$ cat src/rtl/video_path_sequencer.sv
// Sequences the analog video path switches so they never change while video is driven:
// mute, wait for a stable input format, apply the switches, settle, then unmute.
module video_path_sequencer #(
   parameter int MUTE_SETTLE_CYCLES = 50000,
   parameter int STABLE_FRAMES      = 4
) (
   input  logic       clk_50mhz_in,
   input  logic       reset_x,
   input  logic       vsync_in_x,
   input  logic       signal_present,
   input  logic [7:0] video_format,
   input  logic       req_oe_x,
   input  logic       req_hd_sd_x,
   input  logic       req_rgb_comp_x,
   input  logic       req_int_ext_x,
   output logic       video_oe_x,
   output logic       hd_sd_x,
   output logic       rgb_comp_x,
   output logic       int_ext_x,
   output logic       norm_y_g,
   output logic       busy
);

   localparam int FRAME_W  = (STABLE_FRAMES > 0) ? $clog2(STABLE_FRAMES + 1) : 1;
   localparam int SETTLE_W = (MUTE_SETTLE_CYCLES > 1) ? $clog2(MUTE_SETTLE_CYCLES) : 1;
   localparam logic [FRAME_W-1:0]  FRAME_TARGET = FRAME_W'(STABLE_FRAMES);
   localparam logic [SETTLE_W-1:0] SETTLE_LOAD  = SETTLE_W'(MUTE_SETTLE_CYCLES - 1);

   typedef enum logic [2:0] {IDLE, WAIT_STABLE, APPLY, SETTLE, ACTIVE} state_t;

   state_t              state;
   state_t              state_next;
   logic                vsync_meta;
   logic                vsync_sync;
   logic                vsync_prev;
   logic                frame_tick;
   logic [7:0]          captured_format;
   logic [7:0]          applied_format;
   logic [FRAME_W-1:0]  frame_count;
   logic [SETTLE_W-1:0] settle_count;
   logic                abort;
   logic                changed;
   logic                do_capture;
   logic                do_count;
   logic                do_apply;
   logic                do_settle_dec;

   // vsync is asynchronous; the tick is registered so it lands 3 cycles after the falling edge
   always_ff @(posedge clk_50mhz_in or negedge reset_x) begin
      if (!reset_x) begin
         vsync_meta <= 1'b1;
         vsync_sync <= 1'b1;
         vsync_prev <= 1'b1;
         frame_tick <= 1'b0;
      end else begin
         vsync_meta <= vsync_in_x;
         vsync_sync <= vsync_meta;
         vsync_prev <= vsync_sync;
         frame_tick <= vsync_prev & ~vsync_sync;
      end
   end

   assign abort   = ~signal_present | req_oe_x;
   assign changed = (video_format != applied_format) | (req_hd_sd_x != hd_sd_x) |
                    (req_rgb_comp_x != rgb_comp_x) | (req_int_ext_x != int_ext_x);

   always_ff @(posedge clk_50mhz_in or negedge reset_x) begin
      if (!reset_x) state <= IDLE;
      else          state <= state_next;
   end

   // Abort is tested first in every non-idle state so it outranks any other transition
   always_comb begin
      state_next    = state;
      do_capture    = 1'b0;
      do_count      = 1'b0;
      do_apply      = 1'b0;
      do_settle_dec = 1'b0;
      case (state)
         IDLE: begin
            if (!abort) begin
               state_next = WAIT_STABLE;
               do_capture = 1'b1;
            end
         end
         WAIT_STABLE: begin
            if (abort)                             state_next = IDLE;
            else if (frame_count >= FRAME_TARGET)  state_next = APPLY;
            else if (frame_tick) begin
               if (video_format == captured_format) do_count   = 1'b1;
               else                                 do_capture = 1'b1;
            end
         end
         APPLY: begin
            if (abort) state_next = IDLE;
            else begin
               do_apply   = 1'b1;
               state_next = SETTLE;
            end
         end
         SETTLE: begin
            if (abort) state_next = IDLE;
            else if (changed) begin
               state_next = WAIT_STABLE;
               do_capture = 1'b1;
            end
            else if (settle_count == '0) state_next = ACTIVE;
            else                         do_settle_dec = 1'b1;
         end
         ACTIVE: begin
            if (abort) state_next = IDLE;
            else if (changed) begin
               state_next = WAIT_STABLE;
               do_capture = 1'b1;
            end
         end
         default: state_next = IDLE;
      endcase
   end

   // Switch outputs and normalization only move in APPLY, while the output is muted
   always_ff @(posedge clk_50mhz_in or negedge reset_x) begin
      if (!reset_x) begin
         captured_format <= 8'h00;
         applied_format  <= 8'h00;
         frame_count     <= '0;
         settle_count    <= '0;
         hd_sd_x         <= 1'b1;
         rgb_comp_x      <= 1'b1;
         int_ext_x       <= 1'b1;
         norm_y_g        <= 1'b0;
      end else begin
         if (do_capture) begin
            captured_format <= video_format;
            frame_count     <= '0;
         end else if (do_count && (frame_count != FRAME_TARGET)) begin
            frame_count <= frame_count + 1'b1;
         end
         if (do_apply) begin
            hd_sd_x        <= req_hd_sd_x;
            rgb_comp_x     <= req_rgb_comp_x;
            int_ext_x      <= req_int_ext_x;
            applied_format <= captured_format;
            norm_y_g       <= ~(req_rgb_comp_x ? req_int_ext_x : (captured_format > 8'h05));
            settle_count   <= SETTLE_LOAD;
         end else if (do_settle_dec) begin
            settle_count <= settle_count - 1'b1;
         end
      end
   end

   assign video_oe_x = (state != ACTIVE);
   assign busy       = (state == WAIT_STABLE) || (state == APPLY) || (state == SETTLE);

endmodule

$ cat config.mk
export PLATFORM = sky130hd
export DESIGN_NAME = video_path_sequencer
export DESIGN_NICKNAME = d
export VERILOG_FILES = /design/src/rtl/video_path_sequencer.sv
export SDC_FILE = /design/constraint.sdc
export NUM_CORES = 1
export LEC_CHECK = 0
export CAP_MARGIN = 40
export CORE_MARGIN = 2
export CORE_UTILIZATION = 56
export DETAILED_ROUTE_END_ITERATION = 7
export PLACE_DENSITY_LB_ADDON = 0.3
export SYNTH_ARGS = -nofsm -noshare
export SYNTH_HDL_FRONTEND = slang
export SYNTH_SLANG_ARGS = --single-unit
$ cat constraint.sdc
create_clock -name clk_50mhz_in -period 2.8 [get_ports clk_50mhz_in]
set_clock_uncertainty 0.15 [all_clocks]
set_input_delay 0.42 -clock clk_50mhz_in [delete_from_list [all_inputs] [get_ports clk_50mhz_in]]
set_output_delay 0.42 -clock clk_50mhz_in [all_outputs]
set_load 0.1 [all_outputs]
Yosys cells after proc, flatten, opt, wreduce, memory -nomap -nowiden
Cells that the tools add are included.

Logic and storage cells: 82. Bits in registers: 46. Output and inout bits: 6. Bits of input ports: 16.

Magnitude comparators: 2. Multiplexer cells: 33. Reductions and logical operators: 9. Bitwise operators: 8. Add/sub/neg operators: 2. Equal/unequal tests: 15.

Operator list (number): 2-to-1 mux 16 bit (2); 2-to-1 mux 3 bit (10); 2-to-1 mux 1 bit (18); zero test 16 bit (1); subtractor 16 x 1 -> 16 bit, second input constant (1); one-hot mux 3 bit (5 select lines) (1); inequality test 3 bit, second input constant (4); equality test 8 bit (1); greater-than comparator 8 x 3 -> 1 bit, second input constant (1); inequality test 8 bit (1); equality test 3 x 2 -> 1 bit, second input constant (2); inequality test 4 bit, second input constant (1); OR 1 bit (4); AND reduction 4 bit (1); nonzero test 2 bit (2); adder 3 x 1 -> 3 bit, second input constant (1); equality test 3 x 1 -> 1 bit, second input constant (1); equality test 3 bit, second input constant (1); greater-or-equal comparator 3 bit, second input constant (1); zero test 3 bit (1); inequality test 1 bit (3); NOT 1 bit (3); one-hot mux 1 bit (3 select lines) (1); logical OR 1 bit (2); 5 further kinds (5).

Longest topological paths before layout
Gate-level depths: netlist of run 1.

Depth in word-level cells: 9. Depth in mapped cells: 9. Depth with buffers taken out: 8.

Least setup slack after synthesis of run 1
OpenSTA, ideal clock, no wires.

Path type: register -> register. Start: register rgb_comp_x. End: register captured_format[0]. Setup slack: 22 ps. Library setup time: 125 ps. Stages on the path, launching flop included: 8. Data arrival time: 2503 ps. Path buffers: 1. Period minus slack after synthesis: 2778 ps. Required time: 2525 ps. Cells stage by stage: dfstp_2 -> xnor2_1 -> nand4_1 -> nor3_1 -> o21bai_1 -> a211oi_1 -> buf_2 -> mux2_2.

Word-level cells in the longest chain between the ends: 6.

Ends and longest elaborated chain: from (decl) (line 18) `output logic rgb_comp_x,`; from (signal assigned) (line 141) `rgb_comp_x <= req_rgb_comp_x;`; inequality test 1 bit (line 65) `(req_rgb_comp_x != rgb_comp_x) | (req_int_ext_x != int_ext_x);`; OR 1 bit (line 64) `assign changed = (video_format != applied_format) | (req_hd_sd_x != hd_sd_x) |`; OR 1 bit (line 65); 2-to-1 mux 1 bit (line 103, 112); 2-to-1 mux 1 bit (line 102) `if (abort) state_next = IDLE;`; one-hot mux 1 bit (3 select lines) (line 79) `case (state)`; to (signal assigned) (line 134) `captured_format <= video_format;`; to (decl) (line 37) `logic [7:0] captured_format;`.

Every way passes these cells. A chain may end at the register's enable or synchronous reset.

Worst setup path in the final report of run 1
Start: register settle_count[0]. End: register settle_count[9].

Word-level cells in the longest chain between the ends: 6. Elaborated cells on any way between the ends: 9. Classes of those cells: 1 x add/sub; 6 x mux; 2 x reduce/logical.

Ends and longest elaborated chain: from (decl) (line 40) `logic [SETTLE_W-1:0] settle_count;`; from (signal assigned) (line 147) `settle_count <= settle_count - 1'b1;`; parallel branches: the longest is 6 deep, another holds subtractor 16 x 1 -> 16 bit.

Parallel ways; which one is timed is not known. The select of a mux whose other input is x is not followed.

==> flow_metrics.py, run 1 <==
metrics = {
    "route": {
        "detail-route-antenna-nets": 0,
        "wire_per_inst_um": 13.7,
        "vias_per_cell": 5.38,
        "drtPass1Iterations": 4,
        "dr_total_vias": 1706,
        "drc": 0,
        "drtIter0Drc": 89,
        "routed_wl_um": 4330,
    },
    "cells_and_area": {
        "final_cells": 317,
        "syn2layout_area_growth_pct": 18.8,
        "layout-drive-gt1-share": 0.172,
        "layout_common_cells": "nand2_1, dfrtp_1, xnor2_1",
        "fin_nets": 285,
        "diodes": 0,
        "mostFrequentLayoutCell": "nand2_1",
        "fillers": 327,
    },
    "global_route": {
        "grt_pass1_vias": 1562,
        "grt_use_met2": 0.314,
        "grt_max_degree": 37,
        "grt_util_met3": 0.0461,
        "gr-total-overflow": 0,
        "antenna_found_initial": 0,
        "grt.busiest_layer": "met2",
        "grt_pass1_wl_um": 7200,
        "grt_usage": 0.210,
        "met1_usage": 0.302,
    },
    "logic_synthesis": {
        "yosysUniqueCellTypes": 38,
        "synth_compound_area_frac": 0.0569,
        "synthesis.area_um2": 2310,
        "synth_top_family_by_area": "simple AND/OR/NAND/NOR gates",
        "yosys.area.top_type": "dfrtp_1",
        "async_flop_share": 1.00,
        "synth-simple-area-share": 0.247,
        "yosysWarnings": 0,
        "yosys.area_share.xor_xnor": 0.102,
        "synthTopCellsByArea": "dfrtp_1, xnor2_1, nand2_1",
        "synthAdderAreaFrac": 0.0163,
        "synth.avg_cell_area_um2": 9.95,
        "synth_edf_count": 0,
        "ys_seq_area_frac": 0.502,
        "syn_nets": 251,
        "synthCells": 232,
        "ys_dominant_reg_cell": "dfrtp_1",
        "synth_seq_cells": 46,
        "synth_top_area_share": 0.434,
        "synthMuxAreaShare": 0.0520,
    },
    "timing": {
        "period_needed_ns": 2.58,
        "relSlewSlack": 0.672,
        "timing.final.ws_setup_ns": 0.225,
        "period_share": 0.920,
        "tns_ns": 0,
        "final-setup-viol-count": 0,
        "fmax_mhz": 388,
        "finalHoldViolCount": 0,
        "rsz0062_at_grt": "no",
        "maxSlewViolCount": 0,
        "tightest_slew_ns": 0.480,
    },
    "placement": {
        "placed_cells": 308,
        "gp_congestion": 0.792,
        "dp.final_hpwl_um": 3160,
        "io_buffer_count": 21,
        "dp_worst_setup_slack_ns": 0.0315,
    },
    "floorplan": {
        "num_rows": 23,
        "core_area_um2": 3970,
        "initial_core_util": 0.581,
        "die_w_um": 68.2,
        "dieArea_um2": 4650,
        "die_height_um": 68.2,
        "io_pins": 22,
    },
    "clocking": {
        "cts_sinks": 46,
        "cts_root_buf": "clkbuf_8",
        "cts_tree": "yes",
        "clock_latency_ns": 0.29,
        "cts_buffers": 5,
        "clkSlewWorstSetupHoldPaths_ns": 0.08,
        "clk_path_buf_depth": 2,
        "htreeDepth": 2,
    },
    "worst_setup_path": {
        "critical_path_class": "reg2reg",
        "critPathLaunchType": "flop",
        "cp_max_fo": 9,
        "critPathArrivalTime_ns": 2.57,
        "end_kind": "flop",
        "cp_data_required_time_ns": 2.80,
    },
    "run_status": {
        "status": "complete, no violations",
    },
    "hold_path": {
        "worst_hold_path_type": "reg2reg",
    },
    "power_and_ir_drop": {
        "ir_drop_mv": 0.413,
        "p_total_mw": 1.29,
        "power_density_nw_per_um2": 472,
        "p_leak_nw": 1.26,
    },
    "job": {
        "drv_cap": 0,
    },
}
## report_power, final
group	total [mW]	internal (mW)	switching, mW
registers	0.730	0.696	0.0339
logic	0.156	0.0858	0.0700
clock network	0.407	0.199	0.208
## kinds of logic (layout without fill, tap and decap cells)
| kind of cell | after synthesis | count (layout) |
|---|---|---|
| xor gates and xnor gates | 27 | 27 |
| adders and majority gates | 3 | 3 |
| AOI/OAI and AO/OA | 21 | 21 |
| and+or+nand+nor | 111 | 111 |
| buffers and inverters | 13 | 48 |
| DFF | 46 | 46 |
| muxes | 11 | 11 |
## Yosys cell counts, types with 2 or more instances
master	count
nand4_1	5
or4_1	4
ha_1	3
nand3b_1	3
nand2_1	48
nor2_1	13
inv_1	5
nor2b_1	5
nand3_2	2
xnor2_1	21
dfrtp_1	40
mux2_2	7
or3_1	3
o21ai_0	6
buf_2	4
nand2b_1	2
nand3_1	6
and3_1	3
o211ai_1	3
nor3_1	8
o31ai_1	4
clkbuf_1	4
nand4b_1	2
dfstp_2	6
a21oi_1	5
mux2i_1	3
xor2_1	6
## registers in the layout (all words and copies together) (netlist names)
register         flops
vsync_sync           1
state                3
settle_count        16
hd_sd_x              1
rgb_comp_x           1
captured_format      8
norm_y_g             1
frame_tick           1
applied_format       8
vsync_meta           1
int_ext_x            1
vsync_prev           1
frame_count          3
## metrics by stage
stage	util	hold WS, ns	area, um2
after floorplan	-	-0.0256	2310
after global placement	0.659	0.198	2620
after detailed placement	0.664	0.158	2640
after CTS	0.689	0.213	2740
after global routing	0.690	0.222	2740
final	0.690	0.210	2740
## worst max-delay path: stages, from the launching register on
cell and delay, ns:
dfrtp_1 0.38, inv_1 0.09, ha_1 0.19, or3b_1 0.37, or3_1 0.34, or4_4 0.51
nand2_2 0.19, or3_1 0.14, nand3_1 0.07
## final timing paths
kind                               endpoint  slack [ns]  cells past startpoint       startpoint
setup reg to reg            settle_count[9]        0.22                      8  settle_count[0]
max in group asynchronous           hd_sd_x        1.60                      3          reset_x
hold reg to reg                  vsync_sync        0.21                      0       vsync_meta
setup / recovery            settle_count[9]        0.22                      8  settle_count[0]
min in group asynchronous  settle_count[11]        0.37                      2          reset_x
hold / removal                   vsync_sync        0.21                      0       vsync_meta
## layer usage
layer,wire length (um),vias to the layer above,share of wire
li1,-,855,-
met1,2060,804,0.48
met2,2030,43,0.47
met3,203,4,0.047
met4,42,0,0.0097
met5,0,-,0
## final cells by class
| class | count | area [um2] | share of cell area |
|---|---|---|---|
| clock buffers | 7 | 86.3 | 0.0315 |
| clock inverters | 1 | 5.00 | 0.00183 |
| inverters | 5 | 18.8 | 0.00685 |
| multi-input cells | 173 | 1100 | 0.401 |
| flip-flops and latches | 46 | 1160 | 0.423 |
| well taps | 50 | 62.6 | 0.0228 |
| repair buffers | 35 | 310 | 0.113 |
## repair_timing
action	CTS	global route
buffers inserted	0	0
hold endpoints to repair	8	0
endpoints found under the setup margin	0	15
hold buffers	1	0
gates resized for setup	0	1
No activity file was read; power rests on OpenSTA's default activity.
==> run 2: changes to the inputs <==
--- a/config.mk
+++ b/config.mk
@@ -6,6 +6,7 @@
 export NUM_CORES = 1
 export LEC_CHECK = 0
 export CAP_MARGIN = 40
+export CORE_ASPECT_RATIO = 0.9
 export CORE_MARGIN = 2
 export CORE_UTILIZATION = 56
 export DETAILED_ROUTE_END_ITERATION = 7
==> flow_metrics.py, run 2 (synthesis gave the netlist of run 1 again) <==
metrics = {
    "route": {
        "drtPass1Iterations": 4,
        "vias_per_cell": 5.41,
        "detail-route-antenna-nets": 0,
        "routed_wl_um": 4470,
        "drc": 0,
        "wire_per_inst_um": 14.2,
        "dr_total_vias": 1705,
        "drtIter0Drc": 92,
    },
    "worst_setup_path": {
        "critical_path_class": "reg2reg",
        "critPathLaunchType": "flop",
        "crit_path_cell_trace": "inv_1, ha_1, or3b_1, or3_1, or4_4, nand2_2, xnor2_1, nand2_1",
        "critPathArrivalTime_ns": 2.69,
        "cp_data_required_time_ns": 2.82,
        "crit_path_max_incr_delay_ns": 0.52,
        "slowest_stage": "or4_4",
        "end_kind": "flop",
        "cp_max_fo": 9,
    },
    "floorplan": {
        "io_pins": 22,
        "die_height_um": 64.9,
        "num_rows": 22,
        "dieArea_um2": 4650,
        "die_w_um": 71.7,
        "core_area_um2": 4020,
        "initial_core_util": 0.574,
    },
    "cells_and_area": {
        "syn2layout_area_growth_pct": 19.8,
        "regArea_um2": 1160,
        "mostFrequentLayoutCell": "nand2_1",
        "fillers": 306,
        "layout_common_cells": "nand2_1, dfrtp_1, xnor2_1",
        "largest_register": "settle_count",
        "fin_nets": 285,
        "largest_reg_flops": 16,
        "multi_input_area_um2": 1110,
        "diodes": 0,
        "layout-drive-gt1-share": 0.172,
        "layout_top_registers": "settle_count x16, applied_format x8, captured_format x8",
    },
    "power_and_ir_drop": {
        "power_density_nw_per_um2": 497,
        "ir_drop_mv": 0.428,
        "intPower_mw": 1.05,
        "sw_frac_of_total": 0.238,
        "clockPowerShare": 0.356,
        "p_sw_mw": 0.327,
        "power_frac_seq": 0.530,
        "combPwrFrac": 0.114,
        "p_leak_nw": 1.26,
    },
    "clocking": {
        "clk_path_buf_depth": 2,
        "htreeDepth": 2,
        "clock_latency_ns": 0.30,
        "cts_sinks": 46,
        "cts_root_buf": "clkbuf_8",
        "cts_buffers": 5,
        "cts_tree": "yes",
        "clkSlewWorstSetupHoldPaths_ns": 0.09,
    },
    "global_route": {
        "antenna_found_initial": 0,
        "grt_pass1_wl_um": 7670,
        "grt_max_degree": 33,
        "grt_pass1_vias": 1656,
        "grt_usage": 0.216,
        "gr-total-overflow": 0,
    },
    "run_status": {
        "status": "complete, no violations",
    },
    "placement": {
        "gp_congestion": 0.849,
        "io_buffer_count": 21,
        "dp.final_hpwl_um": 3160,
        "dp_worst_setup_slack_ns": 0.0259,
    },
    "timing": {
        "tns_ns": 0,
        "timing.final.ws_setup_ns": 0.123,
        "fmax_mhz": 374,
        "final-setup-viol-count": 0,
        "maxSlewViolCount": 0,
        "tightest_slew_ns": 0.535,
        "period_needed_ns": 2.68,
        "relSlewSlack": 0.634,
        "rsz0062_at_grt": "no",
        "finalHoldViolCount": 0,
        "period_share": 0.956,
    },
    "hold_path": {
        "worst_hold_path_type": "reg2reg",
    },
    "job": {
        "drv_cap": 0,
    },
}
-- run 2: cell count changes in the layout (fill, tap and decap cells not counted) --
| cell | change |
|---|---|
| nand3_4 | +1 |
| clkinvlp_4 | +1 |
| clkinv_2 | -1 |
| nand3_2 | -1 |
| clkbuf_8 | -1 |
| bufinv_16 | +1 |
-- run 2: final cells by class --
cell class              count  area share
repair buffers             35       0.112
clock inverters             2      0.0136
flip-flops and latches     46       0.419
well taps                  48      0.0217
multi-input cells         173       0.400
clock buffers               6      0.0262
inverters                   5     0.00679
-- run 2: timing repair --
action | 4_1_cts | 5_1_grt
resized for setup | 1 | 1
setup endpoints to repair | 2 | 1
setup buffers | 0 | 0
hold buffers | 1 | 0
endpoints found under the hold margin | 13 | 0
-- run 2: path summary, 6_finish.rpt --
path                                      start              end  slack, ns  cells past startpoint
worst max-delay path            settle_count[0]  settle_count[0]       0.12                      8
worst min-delay path                 vsync_meta       vsync_sync       0.21                      0
worst max register to register  settle_count[0]  settle_count[0]       0.12                      8
worst min register to register       vsync_meta       vsync_sync       0.21                      0
max in group asynchronous               reset_x        int_ext_x       1.53                      3
min in group asynchronous               reset_x  settle_count[2]       0.41                      2
-- run 2: worst max-delay path: cells and delay by family (launching register included) --
| family | cells | cell delay (ns) |
|---|---|---|
| buffers and inverters | 1 | 0.10 |
| adders and majority gates | 1 | 0.22 |
| and+or+nand+nor | 5 | 1.54 |
| xor gates and xnor gates | 1 | 0.14 |
| DFF | 1 | 0.39 |
-- run 2: routing by layer --
| metal | wire length (um) | vias to the layer above | global-route usage |
|---|---|---|---|
| met5 | 0 | - | 0 |
| met4 | 40 | 0 | 0.0637 |
| met3 | 177 | 5 | 0.0467 |
| met2 | 1950 | 39 | 0.317 |
| met1 | 2300 | 806 | 0.320 |
| li1 | - | 855 | - |
-- run 2: metrics by stage --
stage                util  hold slack [ns]  power (mW)  instances  area [um2]
floorplan               -          -0.0256       0.828        232        2310
finish              0.688            0.208        1.38        315        2770
detailed placement  0.655            0.197       0.899        306        2630
global placement    0.650            0.196       0.892        305        2610
global route        0.688            0.219        1.44        315        2770
CTS                 0.686            0.209        1.38        315        2760
-- run 2: power by group through the flow --
stage          clock, mW  sequential, mW  combinational [mW]
3_5_place_dp           0           0.742               0.157
3_3_place_gp           0           0.741               0.151
5_1_grt            0.528           0.735               0.172
6_report           0.489           0.729               0.157
2_1_floorplan          0           0.731              0.0970
4_1_cts            0.498           0.729               0.158
